==> src/rtl/adder16_pkg.sv <==
// Shared definitions for the adder16 result capture stage.
//   DATA_W/FLAG_W/ENTRY_W : widths of the adder sum, its status flags and a stored entry
//   FLG_*                 : bit positions of each status flag inside the packed flag field
//   entry_t               : one stored FIFO word, {flags, z}
//   pack_flags()          : builds the flag field from the individual adder flags
package adder16_pkg;

   localparam int DATA_W  = 16;
   localparam int FLAG_W  = 5;
   localparam int ENTRY_W = DATA_W + FLAG_W;

   localparam int FLG_CARRY  = 0;
   localparam int FLG_SIGN   = 1;
   localparam int FLG_PARITY = 2;
   localparam int FLG_ZERO   = 3;
   localparam int FLG_OVF    = 4;

   typedef struct packed {
      logic [FLAG_W-1:0] flags;
      logic [DATA_W-1:0] z;
   } entry_t;

   function automatic logic [FLAG_W-1:0] pack_flags(
      input logic ovf,
      input logic zero,
      input logic parity,
      input logic sign,
      input logic carry
   );
      logic [FLAG_W-1:0] f;
      f             = '0;
      f[FLG_OVF]    = ovf;
      f[FLG_ZERO]   = zero;
      f[FLG_PARITY] = parity;
      f[FLG_SIGN]   = sign;
      f[FLG_CARRY]  = carry;
      return f;
   endfunction

endpackage

==> src/rtl/adder16_result_fifo_if.sv <==
// Handshake/data bundle between the adder, the result FIFO and the next stage.
//   master : the environment side (drives adder result, out_ready, clr_sticky)
//   slave  : the FIFO side (drives in_ready, head word, occupancy and overflow status)
// Parameters must match the FIFO instance attached to the slave modport.
interface adder16_result_fifo_if #(
   parameter int DEPTH = 4,
   parameter int CNT_W = 8
);
   import adder16_pkg::*;

   localparam int CNT_BITS = $clog2(DEPTH) + 1;

   logic                in_valid;
   logic                in_ready;
   logic [DATA_W-1:0]   z;
   logic                carry;
   logic                sign;
   logic                parity;
   logic                zero;
   logic                overflow;
   logic                out_valid;
   logic                out_ready;
   logic [DATA_W-1:0]   out_z;
   logic [FLAG_W-1:0]   out_flags;
   logic [CNT_BITS-1:0] count;
   logic                full;
   logic                empty;
   logic                sticky_ovf;
   logic                clr_sticky;
   logic [CNT_W-1:0]    ovf_cnt;

   modport master (
      output in_valid, z, carry, sign, parity, zero, overflow, out_ready, clr_sticky,
      input  in_ready, out_valid, out_z, out_flags, count, full, empty, sticky_ovf, ovf_cnt
   );

   modport slave (
      input  in_valid, z, carry, sign, parity, zero, overflow, out_ready, clr_sticky,
      output in_ready, out_valid, out_z, out_flags, count, full, empty, sticky_ovf, ovf_cnt
   );

endinterface

==> src/rtl/adder16_fifo_mem.sv <==
// Storage array for the result FIFO: DEPTH entries of {flags, z}.
//   clk       : write clock
//   i_wr_en   : write i_wr_data into i_wr_addr at the rising edge
//   i_wr_addr : write slot
//   i_wr_data : entry to store
//   i_rd_addr : read slot (combinational read)
//   o_rd_data : entry at i_rd_addr
// Storage is not reset; the owner tracks which slots hold live data.
module adder16_fifo_mem
   import adder16_pkg::*;
#(
   parameter int DEPTH = 4
) (
   input  logic                     clk,
   input  logic                     i_wr_en,
   input  logic [$clog2(DEPTH)-1:0] i_wr_addr,
   input  entry_t                   i_wr_data,
   input  logic [$clog2(DEPTH)-1:0] i_rd_addr,
   output entry_t                   o_rd_data
);

   logic [ENTRY_W-1:0] r_mem [DEPTH];

   always_ff @(posedge clk) begin
      if (i_wr_en) begin
         r_mem[i_wr_addr] <= i_wr_data;
      end
   end

   assign o_rd_data = entry_t'(r_mem[i_rd_addr]);

endmodule

==> src/rtl/adder16_result_fifo.sv <==
// Result capture FIFO sitting behind the 16-bit adder.
//   clk : rising-edge clock
//   rst : synchronous active-high reset; flushes the FIFO and the overflow status
//   bus : slave side of adder16_result_fifo_if
//         in_valid/in_ready, z + flags   : upstream push handshake
//         out_valid/out_ready, out_z/out_flags : show-ahead head word, zero when empty
//         count/full/empty               : occupancy
//         sticky_ovf/ovf_cnt/clr_sticky  : overflow status, saturating counter, clear
// DEPTH must be a power of two (>= 2) so the pointers wrap by natural overflow.
module adder16_result_fifo
   import adder16_pkg::*;
#(
   parameter int DEPTH = 4,
   parameter int CNT_W = 8
) (
   input  logic                 clk,
   input  logic                 rst,
   adder16_result_fifo_if.slave bus
);

   localparam int               PTR_W    = $clog2(DEPTH);
   localparam logic [PTR_W-1:0] PTR_ONE  = PTR_W'(1);
   localparam logic [PTR_W:0]   CNT_ONE  = (PTR_W+1)'(1);
   localparam logic [PTR_W:0]   CNT_FULL = (PTR_W+1)'(DEPTH);
   localparam logic [CNT_W-1:0] OVF_ONE  = CNT_W'(1);

   logic [PTR_W-1:0] r_wr_ptr;
   logic [PTR_W-1:0] r_rd_ptr;
   logic [PTR_W:0]   r_count;
   logic             r_sticky_ovf;
   logic [CNT_W-1:0] r_ovf_cnt;

   logic             w_full;
   logic             w_empty;
   logic             w_in_ready;
   logic             w_push;
   logic             w_pop;
   logic             w_ovf_event;
   entry_t           w_wr_entry;
   entry_t           w_rd_entry;

   assign w_full      = (r_count == CNT_FULL);
   assign w_empty     = (r_count == '0);
   // in_ready is forced low during reset so no push can land in the flush cycle.
   assign w_in_ready  = !rst && !w_full;
   assign w_push      = bus.in_valid && w_in_ready;
   assign w_pop       = !rst && !w_empty && bus.out_ready;
   assign w_ovf_event = w_push && bus.overflow;

   always_comb begin
      w_wr_entry       = '0;
      w_wr_entry.flags = pack_flags(bus.overflow, bus.zero, bus.parity, bus.sign, bus.carry);
      w_wr_entry.z     = bus.z;
   end

   adder16_fifo_mem #(
      .DEPTH (DEPTH)
   ) u_mem (
      .clk       (clk),
      .i_wr_en   (w_push),
      .i_wr_addr (r_wr_ptr),
      .i_wr_data (w_wr_entry),
      .i_rd_addr (r_rd_ptr),
      .o_rd_data (w_rd_entry)
   );

   always_ff @(posedge clk) begin
      if (rst) begin
         r_wr_ptr <= '0;
         r_rd_ptr <= '0;
         r_count  <= '0;
      end else begin
         if (w_push) begin
            r_wr_ptr <= r_wr_ptr + PTR_ONE;
         end
         if (w_pop) begin
            r_rd_ptr <= r_rd_ptr + PTR_ONE;
         end
         case ({w_push, w_pop})
            2'b10:   r_count <= r_count + CNT_ONE;
            2'b01:   r_count <= r_count - CNT_ONE;
            default: r_count <= r_count;
         endcase
      end
   end

   // A new overflow event in the same cycle as a clear takes precedence:
   // the clear empties the counter and this event is counted as the first.
   always_ff @(posedge clk) begin
      if (rst) begin
         r_sticky_ovf <= 1'b0;
         r_ovf_cnt    <= '0;
      end else if (w_ovf_event) begin
         r_sticky_ovf <= 1'b1;
         if (bus.clr_sticky) begin
            r_ovf_cnt <= OVF_ONE;
         end else if (r_ovf_cnt != '1) begin
            r_ovf_cnt <= r_ovf_cnt + OVF_ONE;
         end
      end else if (bus.clr_sticky) begin
         r_sticky_ovf <= 1'b0;
         r_ovf_cnt    <= '0;
      end
   end

   assign bus.in_ready   = w_in_ready;
   assign bus.out_valid  = !w_empty;
   assign bus.out_z      = w_empty ? '0 : w_rd_entry.z;
   assign bus.out_flags  = w_empty ? '0 : w_rd_entry.flags;
   assign bus.count      = r_count;
   assign bus.full       = w_full;
   assign bus.empty      = w_empty;
   assign bus.sticky_ovf = r_sticky_ovf;
   assign bus.ovf_cnt    = r_ovf_cnt;

endmodule

==> src/flat_wrapper.sv <==
// flat-port wrapper written by rule: the top's interface ports become plain ports
module adder16_result_fifo_flat import adder16_pkg::*;
#(
   parameter int DEPTH = 4,
   parameter int CNT_W = 8
)
  (clk, rst, bus_in_valid, bus_z, bus_carry, bus_sign, bus_parity, bus_zero, bus_overflow, bus_out_ready, bus_clr_sticky, bus_in_ready, bus_out_valid, bus_out_z, bus_out_flags, bus_count, bus_full, bus_empty, bus_sticky_ovf, bus_ovf_cnt);
  adder16_result_fifo_if #(.DEPTH(DEPTH), .CNT_W(CNT_W)) bus_i ();
  input  logic clk;
  input  logic rst;
  input wire logic [$bits(bus_i.in_valid)-1:0] bus_in_valid;
  input wire logic [$bits(bus_i.z)-1:0] bus_z;
  input wire logic [$bits(bus_i.carry)-1:0] bus_carry;
  input wire logic [$bits(bus_i.sign)-1:0] bus_sign;
  input wire logic [$bits(bus_i.parity)-1:0] bus_parity;
  input wire logic [$bits(bus_i.zero)-1:0] bus_zero;
  input wire logic [$bits(bus_i.overflow)-1:0] bus_overflow;
  input wire logic [$bits(bus_i.out_ready)-1:0] bus_out_ready;
  input wire logic [$bits(bus_i.clr_sticky)-1:0] bus_clr_sticky;
  output wire logic [$bits(bus_i.in_ready)-1:0] bus_in_ready;
  output wire logic [$bits(bus_i.out_valid)-1:0] bus_out_valid;
  output wire logic [$bits(bus_i.out_z)-1:0] bus_out_z;
  output wire logic [$bits(bus_i.out_flags)-1:0] bus_out_flags;
  output wire logic [$bits(bus_i.count)-1:0] bus_count;
  output wire logic [$bits(bus_i.full)-1:0] bus_full;
  output wire logic [$bits(bus_i.empty)-1:0] bus_empty;
  output wire logic [$bits(bus_i.sticky_ovf)-1:0] bus_sticky_ovf;
  output wire logic [$bits(bus_i.ovf_cnt)-1:0] bus_ovf_cnt;
  assign bus_i.in_valid = bus_in_valid;
  assign bus_i.z = bus_z;
  assign bus_i.carry = bus_carry;
  assign bus_i.sign = bus_sign;
  assign bus_i.parity = bus_parity;
  assign bus_i.zero = bus_zero;
  assign bus_i.overflow = bus_overflow;
  assign bus_i.out_ready = bus_out_ready;
  assign bus_i.clr_sticky = bus_clr_sticky;
  assign bus_in_ready = bus_i.in_ready;
  assign bus_out_valid = bus_i.out_valid;
  assign bus_out_z = bus_i.out_z;
  assign bus_out_flags = bus_i.out_flags;
  assign bus_count = bus_i.count;
  assign bus_full = bus_i.full;
  assign bus_empty = bus_i.empty;
  assign bus_sticky_ovf = bus_i.sticky_ovf;
  assign bus_ovf_cnt = bus_i.ovf_cnt;
  adder16_result_fifo #(.DEPTH(DEPTH), .CNT_W(CNT_W)) u_core (.clk(clk), .rst(rst), .bus(bus_i));
endmodule
==> config.mk <==
export PLATFORM = sky130hd
export DESIGN_NAME = adder16_result_fifo_flat
export DESIGN_NICKNAME = d
export VERILOG_FILES = /design/src/rtl/adder16_pkg.sv /design/src/rtl/adder16_result_fifo_if.sv /design/src/rtl/adder16_fifo_mem.sv /design/src/rtl/adder16_result_fifo.sv /design/src/flat_wrapper.sv
export SDC_FILE = /design/constraint.sdc
export NUM_CORES = 1
export LEC_CHECK = 0
export BUFFER_PORTS_ARGS = -buffer_cell sky130_fd_sc_hd__clkbuf_2
export CORE_ASPECT_RATIO = 0.5
export CORE_UTILIZATION = 55
export CTS_CLUSTER_SIZE = 16
export DETAILED_ROUTE_END_ITERATION = 7
export PLACE_DENSITY = 0.74
export SYNTH_ARGS = -nofsm -noshare
export SYNTH_HDL_FRONTEND = slang
export SYNTH_SLANG_ARGS = --single-unit
==> constraint.sdc <==
create_clock -name clk -period 5.03 [get_ports clk]
set_input_delay 0.503 -clock clk [delete_from_list [all_inputs] [get_ports clk]]
set_output_delay 0.503 -clock clk [all_outputs]
set_load 0.02 [all_outputs]
== After elaboration in Yosys (flattened, before gate mapping) ==
Memory sizes are Yosys's and may differ from the RTL's. A register that Yosys moved wholly into a read port is not among the register bits.
Cells that the tools add are included.

* Add/subtract/negate cells: 5
* Equality and inequality tests: 4
* Muxes and demuxes: 13
* Reductions and logical operators: 13

{| class="wikitable"
|+ Operators with widths
! cell !! count
|-
| 8-bit two-way mux || 4
|-
| 16-bit two-way mux || 1
|-
| 8-bit by 1-bit adder with 8-bit output (second input constant) || 1
|-
| 8-bit inequality test (second input constant) || 1
|-
| 3-bit case mux with 2 select lines || 1
|-
| 2-bit nonzero test || 3
|-
| 1-bit logical AND || 5
|-
| 5-bit two-way mux || 1
|-
| 2-bit by 1-bit adder with 2-bit output (second input constant) || 2
|-
| 1-bit two-way mux || 4
|-
| 2-bit two-way mux || 2
|-
| 3-bit by 1-bit adder with 3-bit output (second input constant) || 1
|-
| 3-bit == test (second input constant) || 1
|-
| 1-bit zero test || 3
|-
| 3-bit zero test || 1
|-
| 3-bit by 1-bit subtractor with 3-bit output (second input constant) || 1
|-
| 2-bit by 1-bit == test with 1-bit output (second input constant) || 1
|-
| 2-bit == test (second input constant) || 1
|-
| 2-bit AND reduction || 1
|}

* Register bits: 16
* RAM bits: 84
* Input port bits: 26
* Memories: 1

{| class="wikitable"
|+ Memory list
! memory !! words !! width !! rd ports !! clocked after memory_dff !! wr ports !! line !! source
|-
| u_core.u_mem.r_mem || 4 || 21 || 1 || 1 || 1 || adder16_fifo_mem.sv:22 || <nowiki>logic [ENTRY_W-1:0] r_mem [DEPTH];</nowiki>
|}

== Depth between registers and ports, before layout ==
* Word-level depth: 7
* Gate-level depth with buffers: 10

== Hierarchy ==
From an unflattened synthesis, not the netlist that was laid out.

* Cells, all modules: 232
* Area total of the unflattened synthesis: 4,010.1 um^2

{| class="wikitable"
|+ By module, submodules not included
! module !! times used !! cells each !! area each (um^2) !! seq. area each (um^2)
|-
| adder16_fifo_mem || 1 || 113 || 3,062.9 || 2,522.4
|-
| adder16_result_fifo || 1 || 119 || 947.2 || 320.3
|}

== Worst setup path after synthesis ==
No wires, ideal clock.

* Path type: register -> register
* Start point: reg u_core.r_count[2] (netlist: u_core.bus.count[2])
* End point: reg u_core.r_count[2] (netlist: u_core.bus.count[2])
* Arrival: 2.390 ns
* Required time: 4.959 ns
* Slack: 2.570 ns
* Cell stages (with the launch flop): 10
* Path buffers: 0
* Clock period less this slack: 2.460 ns
* Cell sequence: dfxtp_1 -> nor3b_2 -> nor3b_2 -> inv_1 -> ha_1 -> inv_1 -> fa_1 -> xor2_1 -> or3_1 -> a21oi_1

* Longest elaborated chain between the ends: 6

{| class="wikitable"
|+ RTL lines
! item !! line !! source
|-
| start: declaration || adder16_result_fifo.sv:29 || <nowiki>logic [PTR_W:0] r_count;</nowiki>
|-
| start signal: assignment || adder16_result_fifo.sv:80 || <nowiki>2'b10: r_count <= r_count + CNT_ONE;</nowiki>
|-
| start signal: assignment || adder16_result_fifo.sv:81 || <nowiki>2'b01: r_count <= r_count - CNT_ONE;</nowiki>
|-
| start signal: assignment || adder16_result_fifo.sv:82 || <nowiki>default: r_count <= r_count;</nowiki>
|-
| 3-bit == test (*) || adder16_result_fifo.sv:42 || <nowiki>assign w_full = (r_count == CNT_FULL);</nowiki>
|-
| net bus_full || flat_wrapper.sv:25 || <nowiki>output wire logic [$bits(bus_i.full)-1:0] bus_full;</nowiki>
|-
| 1-bit zero test (*) || adder16_result_fifo.sv:45 || <nowiki>assign w_in_ready = !rst && !w_full;</nowiki>
|-
| 1-bit logical AND (*) || adder16_result_fifo.sv:45 ||
|-
| 1-bit logical AND (*) || adder16_result_fifo.sv:46 || <nowiki>assign w_push = bus.in_valid && w_in_ready;</nowiki>
|-
| 2-bit by 1-bit == test with 1-bit output / 2-bit == test (equally long branches) || adder16_result_fifo.sv:79 || <nowiki>case ({w_push, w_pop})</nowiki>
|-
| 3-bit case mux with 2 select lines / 2-bit nonzero test (equally long branches) || -- ||
|}

The timed path passes the listed nets; every way through them passes the cells marked *.
A chain may end at the register's enable or synchronous reset.

== Final worst setup path ==
* Start point: reg u_core.r_count[0] (netlist: u_core.bus.count[0])
* End point: reg u_core.r_count[2] (netlist: u_core.bus.count[2])

* Longest elaborated chain between the ends: 6

{| class="wikitable"
|+ RTL lines
! item !! line !! source
|-
| 3-bit zero test (*) || adder16_result_fifo.sv:43 || <nowiki>assign w_empty = (r_count == '0);</nowiki>
|-
| 1-bit zero test (*) || adder16_result_fifo.sv:47 || <nowiki>assign w_pop = !rst && !w_empty && bus.out_ready;</nowiki>
|-
| 1-bit logical AND (*) (2 in a row) || adder16_result_fifo.sv:47 ||
|-
| net u_core.w_pop || adder16_result_fifo.sv:37 || <nowiki>logic w_pop;</nowiki>
|-
| 2-bit by 1-bit == test with 1-bit output / 2-bit == test (equally long branches) || adder16_result_fifo.sv:79 ||
|-
| 3-bit case mux with 2 select lines / 2-bit nonzero test (equally long branches) || -- ||
|}

Marked as above.

==> metrics.md <==
| Metric | Value |
|---|---|
| Status | `finished clean` |
| Share of cells above drive strength 1 | `0.328` |
| Unrepaired setup endpoints after global routing | `no` |
| Core Region | `roughly 0.0069 mm^2` |
| Sequential cell area | `between 0.002 and 0.003 mm^2` |
| Crit-path max FO | `25` |
| Gate Count Post-Synth | `about 240` |
| Top cell type's share of synthesized area | `0.615` |
| Seq/Total Area, Yosys | `0.703` |
| Largest net degree at the start of global routing | `26` |
| Placed inst area | `around 0.0045 mm^2` |
| Worst Tran Pin Value | `~1.1 ns` |
| Top_reg_cell synth | `edfxtp_1` |
| Slew HR | `0.246` |
| Slew Viols, Final | `0` |
| 1st-iter DRT viols | `between 150 and 200` |
| Area of the multi-input gates | `roughly 0.0011 mm^2` |
| Cell taking the most area after synthesis | `edfxtp_1` |
| Fmax | `between 300 and 400 MHz` |
| Final setup viols | `0` |
| CP required | `5.29 ns` |
| Htree depth | `3` |
| PwrDens | `378 mW/mm^2` |
| Mapped cell area | `between 0.004 and 0.005 mm^2` |
| Antenna-violating nets left | `0` |
| Final hold vios | `0` |
| Post-CTS Setup Inserts | `0` |
| Total die area | `between 0.007 and 0.008 mm^2` |
| Most frequent cells after synthesis | `84 x edfxtp_1, 25 x and2_1, 21 x mux4_2` |
| WL final | `~7.2 mm` |
| Flop and latch count out of synthesis | `slightly above 100` |
| Gp weighted congestion | `between 0.7 and 0.8` |
| Initial antenna violation count | `0` |
| Diode count | `0` |
| Syn Area/Cell | `between 15 and 20 um^2` |
| Clock slew at reported path FFs | `0.06 ns` |
| TritonCTS clock tree | `yes` |
| Num rows | `21` |
| Post-synthesis net count | `approximately 280` |
| Wire per inst | `between 15 and 20 um` |
| Lkg Pwr | `between 1.5 and 2 nW` |
| Cts repair resizes | `0` |
| Yosys warns | `0` |
| Most frequent cell after synthesis | `edfxtp_1` |
| Hold_buf cts | `0` |
| Clock Root Buffer | `clkbuf_16` |
| Drt first pass iters | `4` |
| Number of enable flip-flop cells after synthesis | `84` |
| Worst Setup Start Kind | `flop` |
| Data arrival, critical path | `approximately 3.0 ns` |
| CTS buffer count | `9` |
| Maximum VDD drop | `approximately 0.00018 V` |
| Minimum clock period | `2.71 ns` |
| Post-route DRC | `0` |
| Cell variety after synth | `35` |
| Port bufs | `62` |
| Die W | `between 100 and 150 um` |
| Post-detail-place hpwl | `~4.5 mm` |
| Avg Vias per Cell | `5.62` |
| CP Capture Type | `flop` |
| Clock latency on the worst-skew pair | `roughly 0.33 ns` |
| Post-synth ARST share | `0` |
| CTS Buffer Depth | `2` |
| Area added between synthesis and finish | `15.8%` |
| Sink Count | `between 100 and 150` |
| First-pass GRT wire length | `between 10 and 15 mm` |
| Vias | `2264` |
| Ports | `63` |
| Final Skew | `about 0.0047 ns` |
| Synth area leaders | `edfxtp_1 62%, mux4_2 12%, dfxtp_1 8.8%` |
| Number of global-route vias before repair | `roughly 2300` |
| Final Instance Area | `0.00475 mm^2` |
| Total grt overflow | `0` |
| TNS Setup | `0 ns` |
| Min-Delay Path Class | `input port to flop` |
| Fillers | `around 470` |
| CP Class | `flop to flop` |
| Nets | `340` |
| Chip height | `63.1 um` |
| Initial Utilization | `0.591` |
| Period utilization | `0.539` |
| GRT Overall Usage | `0.199` |
| Max Cap Violations | `0` |
[placed cells by master (no fill, tap or decap), drive strengths merged]
cell type,count
a211oi,2
a21oi,6
a22o,1
a31oi,1
a41o,1
a41oi,1
and2,25
and3,3
buf,1
clkbuf,71
clkinv,4
clkinvlp,2
dfxtp,18
edfxtp,84
fa,1
ha,6
inv,7
mux4,21
nand2,8
nand3,6
nand3b,1
nand4,1
nor2,15
nor3,2
nor3b,3
nor4,2
o21ai,2
o21bai,1
o31ai,3
or2,3
or3,2
or4,2
xnor2,1
xor2,4
[area by class of cell]
type	instances	area share
clock buffers	9	0.0474
clock inverters	6	0.00633
inverters	7	0.00554
multi-input cells	124	0.242
flip-flops and latches	102	0.607
well taps	92	0.0242
repair buffers	63	0.0669
[critical path: stages (launching register included)]
cell     delay [ns]
dfxtp_1        0.42
or3_1          0.65
nand2_1        0.18
nor2_1         0.13
ha_1           0.20
inv_1          0.06
fa_1           0.37
xor2_1         0.15
or3_1          0.30
a21oi_1        0.16
[report_power, final]
part	switching (W)	internal [W]
sequential	0.0000139	0.000942
combinational	0.000144	0.0000994
clock	0.000272	0.000326
total	0.000430	0.00137
[registers in the layout, summed over array words and instances, names as in the netlist, named ones only]
register and count:
u_core.bus.ovf_cnt 8, u_core.r_rd_ptr 2, u_core.u_mem.r_mem 84, u_core.bus.sticky_ovf 1, u_core.r_wr_ptr 2, u_core.bus.count 3
[layer usage]
layer	up-vias	global-route usage	routed length (um)
li1	1062	-	-
met1	1139	0.254	3180
met2	54	0.337	3600
met3	9	0.0571	341
met4	0	0.0506	75
met5	-	0	0
[final timing paths]
kind | startpoint | endpoint | slack [ns] | cells past startpoint
hold reg to reg | u_core.bus.sticky_ovf$_SDFFE_PP0P_ | u_core.bus.sticky_ovf$_SDFFE_PP0P_ | 0.47 | 2
hold / removal | bus_z[5] | u_core.u_mem.r_mem[3][5]$_DFFE_PP_ | 0.38 | 1
setup / recovery | u_core.bus.count[0]$_SDFFE_PP0P_ | u_core.bus.count[2]$_SDFFE_PP0P_ | 2.32 | 9
setup reg to reg | u_core.bus.count[0]$_SDFFE_PP0P_ | u_core.bus.count[2]$_SDFFE_PP0P_ | 2.32 | 9
[kinds of logic (layout without fill, tap and decap cells)]
| family | Yosys count | after routing | share of synthesized area |
|---|---|---|---|
| AO/OA/AOI/OAI | 18 | 18 | 0.0290 |
| AND/OR/NAND/NOR | 73 | 73 | 0.102 |
| XOR/XNOR | 5 | 5 | 0.0107 |
| adder cells (fa/ha/maj) | 7 | 7 | 0.0232 |
| multiplexers | 21 | 21 | 0.115 |
| buffers and inverters | 17 | 85 | 0.0165 |
| flip-flops | 102 | 102 | 0.703 |
[stage by stage]
step                hold WS (ns)  setup slack [ns]  std cells   util  total power [W]
floorplan                  0.485              2.57        243      -          0.00114
global placement           0.434              2.44        388  0.648          0.00121
detailed placement         0.452              2.32        388  0.648          0.00122
CTS                        0.375              2.27        403  0.684          0.00181
global route               0.372              2.09        403  0.684          0.00187
finish                     0.383              2.32        403  0.684          0.00180
Power figures use the tool's default switching activity.
